==> config.mk <==
export PLATFORM = sky130hd
export DESIGN_NAME = ext_sequencer
export DESIGN_NICKNAME = d
export VERILOG_FILES = /design/src/rtl/ext_pkg.sv /design/src/rtl/ext_classify.sv /design/src/rtl/ext_sequencer.sv
export SDC_FILE = /design/constraint.sdc
export NUM_CORES = 1
export LEC_CHECK = 0
export ABC_AREA = 1
export CORE_MARGIN = 2
export CORE_UTILIZATION = 49
export DETAILED_ROUTE_END_ITERATION = 7
export GPL_TIMING_DRIVEN = 0
export PLACE_DENSITY = 0.8
export SLEW_MARGIN = 5
export SYNTH_ARGS = -nofsm -noshare
export SYNTH_HDL_FRONTEND = slang
export SYNTH_SLANG_ARGS = --single-unit
==> constraint.sdc <==
create_clock -name clock -period 1.4 [get_ports clock]
set_input_delay 0.28 -clock clock [delete_from_list [all_inputs] [get_ports clock]]
set_output_delay 0.28 -clock clock [all_outputs]
set_load 0.01 [all_outputs]
==> src/rtl/ext_pkg.sv <==
// Shared types and constants for the decode-stage operand extension sequencer.
// The SIGN_EXT_EN macro enables sign extension for the opcodes matched by is_signed_imm.
package ext_pkg;

    typedef enum logic [1:0] {
        KIND_NONE  = 2'd0,
        KIND_IMM   = 2'd1,
        KIND_SHAMT = 2'd2,
        KIND_JUMP  = 2'd3
    } op_kind_e;

    typedef enum logic [1:0] {
        ST_EMPTY = 2'd0,
        ST_ONE   = 2'd1,
        ST_FULL  = 2'd2
    } skid_state_e;

    typedef struct packed {
        op_kind_e    kind;
        logic [31:0] operand;
    } entry_t;

    localparam logic [5:0] OP_SPECIAL = 6'h00;
    localparam logic [5:0] OP_J       = 6'h02;
    localparam logic [5:0] OP_JAL     = 6'h03;
    localparam logic [5:0] OP_BEQ     = 6'h04;
    localparam logic [5:0] OP_BNE     = 6'h05;
    localparam logic [5:0] OP_ADDI    = 6'h08;
    localparam logic [5:0] OP_ADDIU   = 6'h09;
    localparam logic [5:0] OP_SLTI    = 6'h0A;
    localparam logic [5:0] OP_SLTIU   = 6'h0B;
    localparam logic [5:0] OP_LW      = 6'h23;
    localparam logic [5:0] OP_SW      = 6'h2B;

    localparam logic [5:0] FN_SLL = 6'h00;
    localparam logic [5:0] FN_SRL = 6'h02;
    localparam logic [5:0] FN_SRA = 6'h03;

    // Arithmetic, branch and load/store opcodes whose immediate is signed.
    function automatic logic is_signed_imm(input logic [5:0] opc);
        return (opc == OP_BEQ)   || (opc == OP_BNE)  || (opc == OP_ADDI) ||
               (opc == OP_ADDIU) || (opc == OP_SLTI) || (opc == OP_SLTIU) ||
               (opc == OP_LW)    || (opc == OP_SW);
    endfunction

endpackage

==> src/rtl/ext_classify.sv <==
// Combinational classifier: decodes an instruction word into its op kind and extended operand.
// SIGN_EXT_EN selects sign extension for signed-immediate opcodes; otherwise all IMMs zero-extend.
module ext_classify
    import ext_pkg::*;
(
    input  logic [31:0] instr,
    output op_kind_e    op_kind,
    output logic [31:0] operand
);

    logic [5:0] opcode;
    logic [5:0] funct;

    assign opcode = instr[31:26];
    assign funct  = instr[5:0];

    always_comb begin
        op_kind = KIND_IMM;
        operand = {16'b0, instr[15:0]};
        if (opcode == OP_SPECIAL) begin
            if ((funct == FN_SLL) || (funct == FN_SRL) || (funct == FN_SRA)) begin
                op_kind = KIND_SHAMT;
                operand = {27'b0, instr[10:6]};
            end else begin
                op_kind = KIND_NONE;
                operand = 32'b0;
            end
        end else if ((opcode == OP_J) || (opcode == OP_JAL)) begin
            op_kind = KIND_JUMP;
            operand = {6'b0, instr[25:0]};
        end
`ifdef SIGN_EXT_EN
        else if (is_signed_imm(opcode)) begin
            operand = {{16{instr[15]}}, instr[15:0]};
        end
`endif
    end

endmodule

==> src/rtl/ext_sequencer.sv <==
// Operand extension sequencer: classifies at push time and buffers results in a 2-entry skid buffer.
// Sign extension of immediates is controlled by the SIGN_EXT_EN macro (see ext_classify).
module ext_sequencer
    import ext_pkg::*;
(
    input  logic        clock,
    input  logic        reset,
    input  logic        flush,
    input  logic        in_valid,
    output logic        in_ready,
    input  logic [31:0] instr,
    output logic        out_valid,
    input  logic        out_ready,
    output logic [31:0] operand,
    output logic [1:0]  op_kind,
    output logic [15:0] issued_count
);

    op_kind_e    new_kind;
    logic [31:0] new_operand;
    entry_t      new_entry;

    skid_state_e state_q, state_d;
    entry_t      head_q, tail_q;
    logic        in_ready_q;
    logic [15:0] count_q;
    logic        push, pop;

    ext_classify u_classify (
        .instr   (instr),
        .op_kind (new_kind),
        .operand (new_operand)
    );

    assign new_entry = '{kind: new_kind, operand: new_operand};

    // in_ready is a register, so pop never reaches it combinationally.
    assign push = in_valid && in_ready_q;
    assign pop  = (state_q != ST_EMPTY) && out_ready;

    always_comb begin
        state_d = state_q;
        case (state_q)
            ST_EMPTY: if (push) state_d = ST_ONE;
            ST_ONE: begin
                if (push && !pop)      state_d = ST_FULL;
                else if (pop && !push) state_d = ST_EMPTY;
            end
            ST_FULL:  if (pop) state_d = ST_ONE;
            default:  state_d = ST_EMPTY;
        endcase
        if (flush) state_d = ST_EMPTY;
    end

    always_ff @(posedge clock) begin
        if (reset || flush) begin
            state_q    <= ST_EMPTY;
            in_ready_q <= 1'b1;
            count_q    <= 16'd0;
            head_q     <= '0;
            tail_q     <= '0;
        end else begin
            state_q    <= state_d;
            in_ready_q <= (state_d != ST_FULL);
            if (pop) count_q <= count_q + 16'd1;
            case (state_q)
                ST_EMPTY: if (push) head_q <= new_entry;
                ST_ONE: begin
                    if (push && pop)       head_q <= new_entry;
                    else if (push && !pop) tail_q <= new_entry;
                end
                ST_FULL:  if (pop) head_q <= tail_q;
                default: ;
            endcase
        end
    end

    assign in_ready     = in_ready_q;
    assign out_valid    = (state_q != ST_EMPTY);
    assign operand      = head_q.operand;
    assign op_kind      = head_q.kind;
    assign issued_count = count_q;

endmodule

==> results.py <==
metrics = {
    "synthesis": {
        "synth_top_cell_area_share": 0.4329,
        "yosysTopAreaCell": "dfxtp_1",
        "yosysWarnings": 0,
        "syn_area_per_cell_sq_um": 6.814,
        "synth_cells": 509,
        "synthTopCellsByArea": "dfxtp_1 43%, a21oi_1 12%, nand2_1 9.8%",
        "ys_seq_area_frac": 0.4329,
        "synth_area_sq_um": 3468,
        "ys_ff_latch": 75,
        "post_synth_num_cell_types": 26,
    },
    "floorplan": {
        "dieHeight_um": 88.13,
        "coreArea_sq_um": 6832,
        "pin_count": 89,
        "die_area_sq_um": 7767,
        "rows": 30,
        "die_w_um": 88.13,
        "start_util": 0.5077,
    },
    "placement": {
        "io_buffers": 82,
        "hpwl_um": 6807,
        "routabilityCongestion": 0.9103,
        "placed_area_sq_um": 4428,
        "place_ws_ns": -0.4492,
    },
    "cells_and_area": {
        "postLayoutCellArea_sq_um": 4770,
        "final_layout_size_suffix_gt1_frac": 0.1650,
        "nets": 651,
        "final_cell_mix": "88 x nand2_1, 79 x nor2_1, 76 x a21oi_1",
        "syn_to_final_growth_pct": 37.52,
        "fillers": 592,
        "layout_commonest_cell": "nand2_1",
        "antennaDiodeCount": 0,
    },
    "critical_path": {
        "crit_path_start_kind": "flip-flop",
        "r2r_setup_slack_ns": 0.10,
        "end_kind": "output pin",
        "critical_path.max_fanout": 4,
        "critPathArrivalTime_ns": 1.08,
        "critPathKind": "reg -> out",
        "required_ns": 1.12,
    },
    "global_route": {
        "grt_pass1_wl_um": 15950,
        "grt_max_degree": 13,
        "antenna_found_initial": 0,
        "gr-total-overflow": 0,
        "gr-usage-all-layers": 0.2591,
        "grt_pass1_vias": 3617,
    },
    "route": {
        "wire_per_inst_um": 13.54,
        "drt-initial-drc-count": 219,
        "viasPerCell": 5.301,
        "wl_um": 9664,
        "via_count": 3785,
        "antenna_left": 0,
        "dr.pass1.iters": 5,
        "drc": 0,
    },
    "sta": {
        "fmax_ghz": 0.7373,
        "hold_viol": 0,
        "finalWorstSetupSlack_ns": 0.04378,
        "period_minus_slack_ns": 1.356,
        "final_max_slew_viol_count": 0,
        "rsz0062_at_grt": "yes",
        "setup_viol": 0,
        "fin_skew_ns": 0.01011,
        "period_share": 0.9687,
    },
    "clocking": {
        "cts_hold_buf": 0,
        "clockBufferDepth": 2,
        "clock-sinks": 75,
        "cts_buffers": 9,
        "htree_levels": 3,
        "cts_root_buf": "clkbuf_8",
        "cts_tree": "done",
        "clkTransAtPathRegs_ns": 0.07,
        "clk_latency_ns": 0.34,
    },
    "run": {
        "max-cap-violations": 0,
    },
    "hold_path": {
        "hold_path_class": "in -> reg",
    },
    "power_and_ir_drop": {
        "pwr_density_cell_nw_per_um2": 900.3,
        "p_leak_nw": 2.206,
        "ir_drop_mv": 0.5778,
    },
    "outcome": {
        "outcome": "finished clean",
    },
}
## cell type report
type	count	area, sq um	share of cell area
flip-flops and latches	75	1525	0.3198
clock buffers	12	135.1	0.02833
multi-input cells	363	1709	0.3583
clock inverters	4	51.30	0.01076
well taps	96	120.1	0.02518
inverters	41	153.9	0.03227
plain buffers	35	259.0	0.05430
repair buffers	88	815.8	0.1710
## path summary, 6_finish.rpt
kind,start,cells past startpoint,endpoint
setup reg to reg,state_q[0],7,operand[18]
hold reg to reg,tail_q[32],2,tail_q[32]
setup / recovery,state_q[1],3,out_valid
hold / removal,out_ready,4,state_q[0]
## flip-flops by register name (all words and copies together), names as in the netlist
| register | flops |
|---|---|
| state_q | 2 |
| issued_count | 16 |
| in_ready | 1 |
| tail_q | 28 |
| op_kind | 2 |
| operand | 26 |
## stage by stage
stage | utilization | setup TNS [ns] | hold slack [ns] | power, mW | std cells
6_report | 0.6982 | 0 | 0.3960 | 4.294 | 714
5_1_grt | 0.6982 | -0.08566 | 0.4298 | 4.452 | 714
4_1_cts | 0.6762 | 0 | 0.4744 | 4.287 | 710
3_5_place_dp | 0.6482 | -25.29 | 0.4634 | 2.724 | 692
3_3_place_gp | 0.6482 | -23.68 | 0.4536 | 2.718 | 692
2_1_floorplan | - | 0 | 0.3916 | 2.477 | 514
## kinds of logic (layout without fill, tap and decap cells)
family / count (synthesis) / count (layout) / share of synthesized area
AOI/OAI and AO/OA: 148 / 148 / 0.2157
adders and majority gates: 1 / 1 / 0.003607
buffers and inverters: 76 / 180 / 0.1021
DFF: 75 / 75 / 0.4329
other: 1 / 6 / 0.001081
and+or+nand+nor: 208 / 208 / 0.2446
## what timing repair did
| item | 4_1_cts | 5_1_grt |
|---|---|---|
| gates cloned | 0 | 0 |
| setup buffers | 2 | 4 |
| pin swaps | 1 | 6 |
| setup endpoints to repair | 94 | 66 |
| gates resized for setup | 73 | 55 |
## synth_stat cells
cell type  number
o21ai_0        35
nor2_2          3
buf_4          10
inv_1          37
o21ai_2         1
o21bai_1        1
clkbuf_2        1
nor2_4          1
nand4_1         3
inv_2           4
nand2_1        91
buf_6           2
buf_2          12
dfxtp_1        75
buf_1           3
conb_1          1
ha_1            1
a31oi_1         1
nor3_2          1
a21oi_1        81
nand3_1        21
nor2_1         86
o21ai_1        29
clkbuf_1        7
nor3b_2         1
nand3b_1        1
## metal layers
metal  global-route usage  share of wire
met5                    0              0
met4              0.08540          0.016
met3              0.05844          0.073
met2               0.4236           0.47
met1               0.3409           0.44
## report_power, final
| group | internal [mW] | total (mW) | switching, mW |
|---|---|---|---|
| registers | 2.17 | 2.20 | 0.0233 |
| clock network | 0.827 | 1.61 | 0.779 |
| logic | 0.238 | 0.493 | 0.255 |
## worst max-delay path, cell delays in order, from the launching register on
cell	delay, ns
dfxtp_4	0.37
inv_1	0.08
nand2_2	0.07
clkdlybuf4s15_2	0.22
No activity file was read; power rests on OpenSTA's default activity.
==> patch 1 (config.mk and constraints unchanged) <==
Add a define of `SIGN_EXT_EN`.
--- a/src/rtl/ext_classify.sv
+++ b/src/rtl/ext_classify.sv
@@ -1,4 +1,6 @@
 // Combinational classifier: decodes an instruction word into its op kind and extended operand.
 // SIGN_EXT_EN selects sign extension for signed-immediate opcodes; otherwise all IMMs zero-extend.
+`define SIGN_EXT_EN
+
 module ext_classify
     import ext_pkg::*;
Formal check against the unedited RTL: not equivalent (Yosys sat finds a counterexample within 4 cycles, from zero or initial values).
==> patch 1 against the original RTL <==
The run now ends with negative setup slack left; sequential cell count increased by 2; power increased by 6.8%; cell count decreased by 1.7%; wire length increased by 28%; final area increased by 12%; synthesized area decreased by 0.25%; worst setup slack got worse by 0.14 ns.
==> patch 1: results (changes against the original RTL) <==
* Status: finished with violations
* Violated checks: negative setup slack
* Reg-to-reg setup timing slack at -0.09 ns (-0.19 ns)
* Vias per inst at 5.947 (+12%)
* Worst VDD drop at 636.4 uV (+10%)
* Placed cells at 662 (-4.3%)
* Hold Path Cell Cnt at 2 (-2)
* Worst Path Max Fanout at 10 (+6)
* Final Setup Violations at 6 (+6)
* Placement Setup Slack at -0.7247 ns (-0.2755 ns)
* Seq pwr at 2260 uW (+3%)
* PostCTS Resize Cnt at 141 (+93%)
* Die width at 88.03 um (-0.12%)
* I/O Buffers at 88 (+7.3%)
* Largest net degree at the start of global routing at 14 (+1)
* Top post-synthesis cells by area: dfxtp_1 45%, a21oi_1 13%, o21ai_0 9.3%
* Synth Area in Compound Gates at 0.2506 (+0.03490)
* Clk Latency, worst-skew pair at 0.37 ns (+0.03 ns)
* Seq/Total Area, Yosys at 0.4456 (+0.01267)
* Max reg flops at 29 (+3.6%)
* Worst R2R Start: in_ready
* Final GP Congestion at 0.9136 (+0.36%)
* Min-delay src: flush
* Placed Area at 4467 um^2 (+0.88%)
* Number of fill cells at 455 (-23%)
* Net Sw Frac at 0.2711 (+0.02485)
* Reg clk slew, reported paths at 0.09 ns (+0.02 ns)
* Setup bufs post-CTS at 10 (+8)
* Post-Synth XOR/XNOR Area at 0.002532 (+0.002532)
* Setup total negative slack at -0.2649 ns (-0.2649 ns)
* Clk pwr share at 0.369 (-0.005)
* Worst r2r path cells at 8 (+1)
* Seq pwr share at 0.492 (-0.019)
* Synth cell count leaders: 89 x a21oi_1, 77 x dfxtp_1, 64 x o21ai_0
* Post-DP HPWL at 6989 um (+2.7%)
* CP Data Arrival Time at 1.74 ns (+0.66 ns)
* Finished Layout Cells at 702 (-1.7%)
* Initial DRT Pass Iterations at 7 (+2)
* Setup ws final at -0.09368 ns (-0.1375 ns)
* Syn avg cell area at 7.238 um^2 (+6.2%)
* R2r endpoint: operand[21]
* Routed WL at 12370 um (+28%)
* Fin nets at 639 (-1.8%)
* Drt initial violations at 423 (+93%)
* Post-route cell area at 5361 um^2 (+12%)
* Synth Area in Adders at 0.003617 (+0.000009133)
* Distinct cells, synth at 31 (+19%)
* Leak at 0.002381 uW (+7.9%)
==> patch 1: changes by cell type in the layout (fill, tap and decap cells not counted), sizes merged, moves of 8 or more <==
| cell | unedited run | this run |
|---|---|---|
| or2 | 0 | 10 |
| a21oi | 81 | 89 |
| nand2 | 91 | 61 |
| buf | 31 | 48 |
| nand3 | 21 | 38 |
| nor2 | 90 | 47 |
==> patch 1: how the worst max path moves through the flow <==
stage	startpoint	to	slack [ns]	depth (start not counted)
2_1_floorplan	issued_count[0]	issued_count[12]	0.003	9
3_3_place_gp	out_ready	tail_q[6]	-0.66	6
4_1_cts	issued_count[0]	issued_count[12]	-0.06	9
5_1_grt	in_ready	operand[21]	-0.15	8
3_5_place_dp	out_ready	tail_q[22]	-0.72	5
6_report	in_ready	operand[21]	-0.09	8
==> patch 1: critical path, stage by stage (launching register included) <==
cell and delay, ns:
dfxtp_4 0.37, nand2_4 0.09, inv_1 0.05, nor2_2 0.17, nor2_4 0.08, buf_8 0.14
buf_8 0.14, o21ai_0 0.25, a21oi_1 0.10
==> patch 1: area by class of cell <==
type                       count  area share
sequential                    77      0.2931
multi-input combinational    332      0.3690
inverter                      35     0.02544
clock inverter                 6     0.01190
buffer                        34     0.06114
clock buffer                  10     0.02380
timing repair buffer         112      0.1932
tap                           96     0.02240
==> patch 1: routing by layer <==
| layer | track usage | up-vias | share of wire |
|---|---|---|---|
| met5 | 0 | - | 0 |
| met4 | 0.1667 | 0 | 0.056 |
| met3 | 0.03770 | 85 | 0.093 |
| met2 | 0.4656 | 300 | 0.48 |
| met1 | 0.3548 | 1931 | 0.37 |
| li1 | - | 1859 | - |
==> patch 1: logic make-up after synthesis <==
family / after synthesis
AOI/OAI and AO/OA: 167
xor gates and xnor gates: 1
adders and majority gates: 1
buffers and inverters: 69
DFF: 77
and+or+nand+nor: 163
==> patch 2 (config.mk and constraints unchanged) <==
Without the edit above. Put one more register stage on the output `issued_count`, without a reset. The value now appears one clock later. The other outputs are not delayed to match.
--- a/src/rtl/ext_sequencer.sv
+++ b/src/rtl/ext_sequencer.sv
@@ -80,5 +80,7 @@
     assign operand      = head_q.operand;
     assign op_kind      = head_q.kind;
-    assign issued_count = count_q;
+    always_ff @(posedge clock) begin
+        issued_count <= count_q;
+    end
 
 endmodule
Function: changed (a bounded check fails within 4 cycles, from zero or initial values).
==> patch 2 against the original RTL <==
Worst setup slack worse by 0.0039 ns; wire length grew 7.1%; sequential cell count grew 16; synthesized area increased by 6.9%; power is 19% higher; via count decreased by 0.95%; critical path type is now register to register; sequential share of layout area increased by 3.3 points; non-clock buffer count is 7 higher; final area grew 8.9%.
==> patch 2: results (changes against the original RTL) <==
* Fin nets at 637 (-2.2%)
* Placed Area at 4672 um^2 (+5.5%)
* Worst hold endpoint: issued_count[14]
* Reg clk slew, reported paths at 0.09 ns (+0.02 ns)
* Min-delay src: count_q[14]
* Share of post-route cells with drive strength above 1 at 0.1973 (+0.03230)
* Worst VDD drop at 671.8 uV (+16%)
* Total track usage at 0.2420 (-0.01712)
* Status: finished clean
* Initial DRT Pass Iterations at 4 (-1)
* Leak at 0.002430 uW (+10%)
* Final GP Congestion at 0.8522 (-6.4%)
* Hold slack at 0.3551 ns (-0.04095 ns)
* R2r endpoint: count_q[5]
* Vias per inst at 5.340 (+0.74%)
* Most common cell in the netlist: dfxtp_1
* Area growth, synth to finish at 40.08%
* Clk Latency, worst-skew pair at 0.36 ns (+0.02 ns)
* Hold Path Cell Cnt at 0 (-4)
* Largest net degree at the start of global routing at 15 (+2)
* Distinct cells, synth at 29 (+12%)
* Post-DP HPWL at 6815 um (+0.12%)
* Vias in the first global route at 3597 (-0.55%)
* Top post-synthesis cells by area: dfxtp_1 49%, a21oi_1 12%, o21ai_0 8.2%
* Number of fill cells at 602 (+1.7%)
* Seq/Total Area, Yosys at 0.4912 (+0.05833)
* Routed WL at 10350 um (+7.1%)
patch 2: cells by family (layout without fill, tap and decap cells):
| logic type | after synthesis | in the layout | share of synthesized area |
|---|---|---|---|
| buffers and inverters | 76 | 188 | 0.09075 |
| DFF | 91 | 91 | 0.4912 |
| other | 1 | 6 | 0.001011 |
| adders and majority gates | 1 | 1 | 0.003373 |
| AOI/OAI and AO/OA | 159 | 159 | 0.2183 |
| and+or+nand+nor | 158 | 158 | 0.1953 |
patch 2: repair_timing:
| item | CTS | global route |
|---|---|---|
| setup buffers | 6 | 7 |
| pin swaps | 2 | 11 |
| gates cloned | 0 | 2 |
| gates resized for setup | 79 | 63 |
| endpoints found under the setup margin | 120 | 68 |
patch 2: worst max-delay path by stage:
stage / start / endpoint / slack (ns)
global route: state_q[0] / count_q[5] / -0.06
detailed placement: flush / operand[16] / -0.74
CTS: in_valid / tail_q[25] / -0.002
finish: state_q[0] / count_q[5] / 0.04
floorplan: in_ready / operand[15] / 0.14
global placement: flush / operand[17] / -0.64
patch 2: per-stage QoR:
stage	std cells	setup TNS (ns)
final	702	0
after global routing	702	-0.2416
after CTS	693	-0.004408
after detailed placement	672	-49.83
after global placement	672	-43.63
after floorplan	491	0
patch 2: power breakdown:
group / internal, uW / switching, uW
Sequential: 2630 / 23.7
Clock: 994 / 913
Combinational: 258 / 282
Total: 3880 / 1220
patch 2: final cells by class:
| cell class | count | area [um^2] | share of cell area |
|---|---|---|---|
| Buffer | 33 | 247.7 | 0.04769 |
| Clock buffer | 10 | 127.6 | 0.02457 |
| Clock inverter | 5 | 78.83 | 0.01517 |
| Inverter | 43 | 168.9 | 0.03251 |
| Multi-Input combinational cell | 324 | 1703 | 0.3278 |
| Sequential cell | 91 | 1833 | 0.3528 |
| Tap cell | 99 | 123.9 | 0.02384 |
| Timing Repair Buffer | 97 | 912.1 | 0.1756 |
patch 2: layer usage:
| metal | up-vias | GRT usage | wire [um] |
|---|---|---|---|
| li1 | 1821 | - | - |
| met1 | 1755 | 0.3055 | 4433 |
| met2 | 160 | 0.4173 | 5168 |
| met3 | 13 | 0.03817 | 611 |
| met4 | 0 | 0.08838 | 134 |
| met5 | - | 0 | 0 |
patch 2: critical path, stage by stage (launching register included):
cell     delay (ns)
dfxtp_2        0.36
inv_2          0.06
nand2_1        0.10
nand2_1        0.12
nor2_2         0.21
nand2_1        0.12
o21ai_0        0.22
a21oi_1        0.06
